## src/rtl/cpu_pkg.sv

```systemverilog
// Shared core definitions: datapath widths, reset fetch address and fetch FSM encoding.
package cpu_pkg;

  localparam int INSTRUCTION_LEN      = 16;
  localparam int INSTRUCTION_MEM_SIZE = 8;
  localparam logic [INSTRUCTION_MEM_SIZE-1:0] RESET_PC = '0;

  typedef logic [INSTRUCTION_LEN-1:0]      instr_t;
  typedef logic [INSTRUCTION_MEM_SIZE-1:0] addr_t;

  typedef enum logic {
    FETCH    = 1'b0,
    REDIRECT = 1'b1
  } fetch_state_t;

  typedef struct packed {
    addr_t  pc;
    instr_t instr;
  } fetch_entry_t;

endpackage

```

## src/rtl/instr_fetch_unit_if.sv

```systemverilog
// Fetch-unit boundary: instruction memory port, execute redirect/halt and decode handshake.
interface instr_fetch_unit_if
  import cpu_pkg::*;
();

  addr_t  instruction_ptr;
  logic   ipr_write;
  instr_t instruction;
  logic   branch_valid;
  addr_t  branch_target;
  logic   halt;
  logic   ir_valid;
  logic   ir_ready;
  instr_t ir_out;
  addr_t  pc_out;

  modport master (
    output instruction_ptr, ipr_write, ir_valid, ir_out, pc_out,
    input  instruction, branch_valid, branch_target, halt, ir_ready
  );

  modport slave (
    input  instruction_ptr, ipr_write, ir_valid, ir_out, pc_out,
    output instruction, branch_valid, branch_target, halt, ir_ready
  );

endinterface

```

## src/rtl/fetch_queue.sv

```systemverilog
// Two-entry synchronous FIFO of {pc, instr}; flush empties it in one cycle.
module fetch_queue
  import cpu_pkg::*;
(
  input  logic         clk,
  input  logic         rst,
  input  logic         push,
  input  logic         pop,
  input  logic         flush,
  input  fetch_entry_t din,
  output fetch_entry_t head,
  output logic [1:0]   count,
  output logic         full
);

  localparam int DEPTH = 2;

  fetch_entry_t entry_reg [DEPTH];
  logic         wr_ptr_reg;
  logic         rd_ptr_reg;
  logic [1:0]   count_reg;

  always_ff @(posedge clk) begin
    if (rst) begin
      for (int i = 0; i < DEPTH; i++) begin
        entry_reg[i] <= '0;
      end
    end else if (push && !flush) begin
      entry_reg[wr_ptr_reg] <= din;
    end
  end

  always_ff @(posedge clk) begin
    if (rst || flush) begin
      wr_ptr_reg <= 1'b0;
      rd_ptr_reg <= 1'b0;
      count_reg  <= 2'd0;
    end else begin
      if (push) begin
        wr_ptr_reg <= ~wr_ptr_reg;
      end
      if (pop) begin
        rd_ptr_reg <= ~rd_ptr_reg;
      end
      count_reg <= count_reg + {1'b0, push} - {1'b0, pop};
    end
  end

  assign head  = entry_reg[rd_ptr_reg];
  assign count = count_reg;
  assign full  = (count_reg == 2'd2);

endmodule

```

## src/rtl/instr_fetch_unit.sv

```systemverilog
// Fetch front end: PC, redirect FSM and push/pop control around a 2-entry fetch queue.
module instr_fetch_unit
  import cpu_pkg::*;
(
  input logic              clk,
  input logic              rst,
  instr_fetch_unit_if.master fif
);

  fetch_state_t state_reg, state_next;
  addr_t        pc_reg, pc_next;
  fetch_entry_t hold_reg;
  fetch_entry_t head;
  fetch_entry_t shown;
  logic [1:0]   count;
  logic         full;
  logic         has_entry;
  logic         push;
  logic         pop;

  assign has_entry = (count != 2'd0);
  // A branch kills the head in the same cycle, so decode's ready is ignored then.
  assign pop  = has_entry & fif.ir_ready & ~fif.branch_valid;
  assign push = ~rst & (state_reg == FETCH) & ~fif.halt & ~fif.branch_valid & (~full | pop);

  fetch_queue u_queue (
    .clk   (clk),
    .rst   (rst),
    .push  (push),
    .pop   (pop),
    .flush (fif.branch_valid),
    .din   ('{pc: pc_reg, instr: fif.instruction}),
    .head  (head),
    .count (count),
    .full  (full)
  );

  always_ff @(posedge clk) begin
    if (rst) begin
      state_reg <= FETCH;
      pc_reg    <= RESET_PC;
      hold_reg  <= '0;
    end else begin
      state_reg <= state_next;
      pc_reg    <= pc_next;
      hold_reg  <= shown;
    end
  end

  always_comb begin
    state_next = state_reg;
    pc_next    = pc_reg;
    if (fif.branch_valid) begin
      state_next = REDIRECT;
      pc_next    = fif.branch_target;
    end else begin
      state_next = FETCH;
      if (push) begin
        pc_next = pc_reg + 1'b1;
      end
    end
  end

  // When the queue runs dry the last visible word stays on the outputs.
  assign shown = has_entry ? head : hold_reg;

  assign fif.instruction_ptr = pc_reg;
  assign fif.ipr_write       = push;
  assign fif.ir_valid        = has_entry;
  assign fif.ir_out          = shown.instr;
  assign fif.pc_out          = shown.pc;

endmodule

```

## src/flat_wrapper.sv

```systemverilog
// flat-port wrapper written by rule: the top's interface ports become plain ports
module instr_fetch_unit_flat import cpu_pkg::*;
  (clk, rst, fif_instruction_ptr, fif_ipr_write, fif_ir_valid, fif_ir_out, fif_pc_out, fif_instruction, fif_branch_valid, fif_branch_target, fif_halt, fif_ir_ready);
  instr_fetch_unit_if fif_i ();
  input logic clk;
  input logic rst;
  output wire logic [$bits(fif_i.instruction_ptr)-1:0] fif_instruction_ptr;
  output wire logic [$bits(fif_i.ipr_write)-1:0] fif_ipr_write;
  output wire logic [$bits(fif_i.ir_valid)-1:0] fif_ir_valid;
  output wire logic [$bits(fif_i.ir_out)-1:0] fif_ir_out;
  output wire logic [$bits(fif_i.pc_out)-1:0] fif_pc_out;
  input wire logic [$bits(fif_i.instruction)-1:0] fif_instruction;
  input wire logic [$bits(fif_i.branch_valid)-1:0] fif_branch_valid;
  input wire logic [$bits(fif_i.branch_target)-1:0] fif_branch_target;
  input wire logic [$bits(fif_i.halt)-1:0] fif_halt;
  input wire logic [$bits(fif_i.ir_ready)-1:0] fif_ir_ready;
  assign fif_instruction_ptr = fif_i.instruction_ptr;
  assign fif_ipr_write = fif_i.ipr_write;
  assign fif_ir_valid = fif_i.ir_valid;
  assign fif_ir_out = fif_i.ir_out;
  assign fif_pc_out = fif_i.pc_out;
  assign fif_i.instruction = fif_instruction;
  assign fif_i.branch_valid = fif_branch_valid;
  assign fif_i.branch_target = fif_branch_target;
  assign fif_i.halt = fif_halt;
  assign fif_i.ir_ready = fif_ir_ready;
  instr_fetch_unit u_core (.clk(clk), .rst(rst), .fif(fif_i));
endmodule
```

## config.mk

```make
export PLATFORM = sky130hd
export DESIGN_NAME = instr_fetch_unit_flat
export DESIGN_NICKNAME = d
export VERILOG_FILES = /design/src/rtl/cpu_pkg.sv /design/src/rtl/instr_fetch_unit_if.sv /design/src/rtl/fetch_queue.sv /design/src/rtl/instr_fetch_unit.sv /design/src/flat_wrapper.sv
export SDC_FILE = /design/constraint.sdc
export NUM_CORES = 1
export LEC_CHECK = 0
export BUFFER_PORTS_ARGS = -buffer_cell sky130_fd_sc_hd__buf_2
export CELL_PAD_IN_SITES_DETAIL_PLACEMENT = 1
export CELL_PAD_IN_SITES_GLOBAL_PLACEMENT = 2
export CORE_MARGIN = 3
export CORE_UTILIZATION = 39
export CTS_CLUSTER_SIZE = 40
export DETAILED_ROUTE_END_ITERATION = 7
export PLACE_DENSITY = 0.88
export SYNTH_ARGS = -nofsm -noshare
export SYNTH_HDL_FRONTEND = slang
export SYNTH_SLANG_ARGS = --single-unit
```

## constraint.sdc

```tcl
create_clock -name clk -period 5.5 [get_ports clk]
set_input_delay 1.1 -clock clk [delete_from_list [all_inputs] [get_ports clk]]
set_output_delay 1.1 -clock clk [all_outputs]
set_load 0.01 [all_outputs]
```

# Word-level counts from Yosys, hierarchy flattened
# Memories as Yosys holds them, arrays and structs flattened. A register that Yosys moved wholly into a read port is not among the register bits.
# Cells that the tools add are included.
[totals]
regBits = 37
latch_bits = 0
ram_bits = 48
romBits = 0
inputBits = 29
memories = 1
[op_classes]
addsub = 3
multipliers = 0
n_div = 0
magnitude_cmp = 0
eq_ne = 1
n_shift = 0
muxes = 14
n_bitwise = 14
reduce_logical = 6
[memory_table]
columns = ["memory", "words", "width", "read_ports", "rd_ports_with_merged_regs", "wr", "line_no", "source"]
rows = [
  ["u_core.u_queue.entry_reg", 2, 24, 1, 1, 2, "fetch_queue.sv:18", "fetch_entry_t entry_reg [DEPTH];"],
]
[ops]
columns = ["cell", "n"]
rows = [
  ["2-to-1 mux 24 bit", 2],
  ["OR reduction 24 bit", 1],
  ["2-to-1 mux 8 bit", 2],
  ["2-to-1 mux 1 bit", 10],
  ["adder 8 x 1 -> 8 bit, second input constant", 1],
  ["inverter 1 bit", 7],
  ["bitwise AND 1 bit", 6],
  ["nonzero test 2 bit", 2],
  ["adder 2 x 1 -> 2 bit", 1],
  ["== test 2 bit, second input constant", 1],
  ["subtractor 2 x 1 -> 2 bit", 1],
  ["logical AND 1 bit", 1],
  ["logical NOT 1 bit", 1],
  ["logical OR 1 bit", 1],
  ["bitwise OR 1 bit", 1],
]

# Logic depth before layout (Yosys ltp)
[depth]
depth_word = 11
ltp_mapped = 9
ltp_nobuf = 8

# By module
# Synthesis repeated with hierarchy kept, for this count alone.
[unflattened]
hier_cells = 299
hier_area_um2 = 3801.1
[modules_own_cells]
columns = ["module", "instances", "cells_per_inst", "area_per_inst_um2", "seq_area_each_um2"]
rows = [
  ["fetch_queue", 1, 156, 2333.5, 1541.5],
  ["instr_fetch_unit", 1, 143, 1467.7, 660.6],
]

# Worst setup path before layout
# No wires, ideal clock.
[synth_path]
kind = "input to output"
from = "input fif_branch_valid"
to = "output fif_ipr_write"
arrival_ns = 2.219
required_ns = 4.400
setup_slack_ns = 2.181
cell_stages = 5
path_buffers = 2
path_cell_list = "or4_1 -> buf_2 -> a21o_4 -> clkinv_2 -> buf_2"
[synth_between]
elab_chain_cells = 4
[synth_rtl]
columns = ["element", "line_no", "source"]
rows = [
  ["start, declared", "flat_wrapper.sv:13", "input wire logic [$bits(fif_i.branch_valid)-1:0] fif_branch_valid;"],
  ["inverter 1 bit *", "instr_fetch_unit.sv:23, instr_fetch_unit.sv:24", ""],
  ["bitwise AND 1 bit", "instr_fetch_unit.sv:23", "assign pop = has_entry & fif.ir_ready & ~fif.branch_valid;"],
  ["bitwise OR 1 bit", "instr_fetch_unit.sv:24", "assign push = ~rst & (state_reg == FETCH) & ~fif.halt & ~fif.branch_valid & (~full | pop);"],
  ["bitwise AND 1 bit *", "instr_fetch_unit.sv:24", ""],
  ["end, declared", "flat_wrapper.sv:8", "output wire logic [$bits(fif_i.ipr_write)-1:0] fif_ipr_write;"],
]
# Every way passes the cells marked *; elsewhere a longest branch is shown, timed or not.

# Final worst setup path
# Same ends and word-level chain as after synthesis.

==> impl_metrics.toml <==
[run_status]
status = "completed"

[cts]
postCtsSetupBuffers = 0
clock_path_buffers = 2
cts-resized-gates = 0
cts_max_level = 3
clk_latency_ns = 0.35
root_buffer = "clkbuf_8"
cts_buffers = 9
ctsHoldBuffers = 0
cts_tree = "done"
path_clk_slew_ns = 0.08
clock_sinks = 86

[detailed_routing]
via_per_inst = 5.13
drtIter0Drc = 85
vias = 2500
firstDrtPassIters = 4
wl_um = 8090
postRouteAntennaNets = 0
highest-signal-layer = "met4"
wl_per_cell_um = 16.6
met2_length_um = 4040
wl_met1_um = 3670
wl_met3_um = 277
drcViolationCount = 0

[cells_and_area]
final_common_cell = "buf_2"
n_fill_cell = 996
antenna_cells = 0
drive_gt1_share_pct = 23.2
layout.nets = 405
largest_reg_flops = 48
syn_to_final_growth_pct = 15.1
mostFrequentLayoutCells = "buf_2 (62), edfxtp_1 (48), dfxtp_1 (38)"

[global_routing]
grt-ovfl-total = 0
grt_pass1_vias = 2717
grt_max_degree = 51
antenna_found_initial = 0
grt_usage_pct = 16.4
grt_pass1_wl_um = 13400

[pwr]
p_per_area_mw_per_mm2 = 288
power.share.sequential_pct = 58.6
pwr-share-clk_pct = 34.8
vdd_ir_drop_max_v = 0.0000963
p_leak_nw = 1.72
p_sw_share_pct = 23.1
p_comb_share_pct = 6.6
internal-power_uw = 937
p_switching_uw = 282

[timing]
setup_viol = 0
finClkSkew_ns = 0.00965
finalCritPeriodShare_pct = 70.8
worst_pin_slew_ns = 1.01
layout_setup_ws_ns = 1.60
drv_slew = 0
fmax_mhz = 257
slew_headroom_pct = 32.8
tns_ns = 0
finalHoldViolCount = 0
min_period_ns = 3.90
rsz0062_at_grt = "no"

[critical_path]
critPathMaxStageDelay_ns = 0.71
r2r-start = "u_core.state_reg"
path_delay_family = "simple AND/OR/NAND/NOR gates"
critPathBufInv = 3
rrSetupSlack_ns = 2.71
worstPathCellList = "buf_2, or4_1, a21o_4, clkinv_2, buf_2"
startpoint_type = "primary input"
worstPathRequired_ns = 4.40
crit_type = "primary input to output port"
slowest_stage = "or4_1"
r2r_cells = 4
worstSetupEndpointType = "output port"
reg2reg_to = "u_core.u_queue.entry_reg[1][0]"
cp.arrival_ns = 2.80
worst_path_most_repeated_cell = "buf_2"
crit_path_max_fanout = 32

[die]
core.rowCount = 34
io_pins = 63
die_w_um = 103
die_y_um = 103
core_mm2 = 0.00893
die_area_mm2 = 0.0106
initial_core_util_pct = 41.2

[placed_design]
hpwl_um = 5280
gp_congestion = 0.782
pre_cts_ws_ns = 1.60
port_buffers = 62

[synth]
ys_seq_area_share_pct = 59.8
synth-seq-cells = 86
syn_inst = 321
ys_warn_count = 0
synth_edf_count = 48
syn_avg_cell_area_um2 = 11.5
async_reset_ff_share_pct = 0
syn_nets = 352
syn_area_mm2 = 0.00368
synth.distinct_cells = 42
synthFlopType = "edfxtp_1"

[min_path]
worstHoldEndpoint = "u_core.fif.instruction_ptr[7]"
hold_path_depth = 2
hold_class = "flop to flop"
hold_start = "u_core.fif.instruction_ptr[7]"

[run]
max-cap-violations = 0
==> through the flow <==
stage               cells  total power, mW  cell area (um^2)  util [%]  hold WS (ns)
finish                487             1.22              4240      47.4         0.556
global route          487             1.27              4240      47.4         0.605
CTS                   487             1.23              4240      47.4         0.556
detailed placement    471            0.811              4050      45.4         0.529
global placement      471            0.807              4050      45.4         0.512
floorplan             321            0.772              3680         -         0.520
==> final cells by class <==
cell class                      instances  area (um^2)  share of cell area, %
Sequential cell                        86         2200                   52.0
Multi-Input combinational cell        207         1360                   32.2
Timing Repair Buffer                   65          333                   7.86
Tap cell                              108          135                   3.19
Clock buffer                           11          131                   3.10
Clock inverter                          5         51.3                   1.21
Inverter                                5         20.0                  0.473
==> logic make-up (layout without fill, tap and decap cells) <==
family	Yosys count	in the layout	synth area share, %
AND/OR/NAND/NOR	129	129	19.6
flip-flops	86	86	59.8
AO/OA/AOI/OAI	44	44	8.09
buffers and inverters	28	86	3.30
multiplexers	25	25	6.83
XOR/XNOR	7	7	1.67
adder cells (fa/ha/maj)	2	2	0.680
==> cells in the mapped netlist, drive strengths merged, types with 3 or more instances <==
cell type / count / area share [%]
a211oi: 5 / 1.2
a21oi: 3 / 0.41
and2: 24 / 4.1
and3: 24 / 4.1
buf: 6 / 0.95
clkbuf: 17 / 1.8
dfxtp: 38 / 21
edfxtp: 48 / 39
inv: 4 / 0.41
mux2i: 24 / 6.5
nand2: 26 / 2.7
nand3: 6 / 0.82
nor2: 10 / 1.1
nor2b: 25 / 4.3
nor3: 4 / 0.54
o21ai: 27 / 3.7
xnor2: 6 / 1.4
==> routing by layer <==
layer,GRT usage (%),vias to the layer above
met5,0,-
met4,5.48,0
met3,3.79,8
met2,27.7,40
met1,20.7,1219
li1,-,1233
==> worst register-to-register path, cell delays in order, from the launching register on <==
cell	delay, ns
dfxtp_1	0.30
or4_1	0.67
a21o_4	0.28
clkinv_2	0.30
a21o_1	0.86
==> power groups by stage <==
stage | Sequential (mW) | Combinational (mW) | Clock [mW]
finish | 0.714 | 0.0801 | 0.425
global route | 0.717 | 0.0901 | 0.463
CTS | 0.714 | 0.0821 | 0.437
detailed placement | 0.729 | 0.0816 | 0
global placement | 0.728 | 0.0792 | 0
floorplan | 0.724 | 0.0476 | 0
==> worst max path at each step <==
| stage | startpoint | to | cells past startpoint |
|---|---|---|---|
| 6_report | fif_branch_valid | fif_ipr_write | 5 |
| 5_1_grt | fif_branch_valid | fif_ipr_write | 5 |
| 4_1_cts | fif_branch_valid | fif_ipr_write | 5 |
| 3_5_place_dp | fif_branch_valid | fif_ipr_write | 5 |
| 3_3_place_gp | fif_branch_valid | fif_ipr_write | 5 |
| 2_1_floorplan | fif_branch_valid | fif_ipr_write | 5 |
No activity file was read; power rests on OpenSTA's default activity.
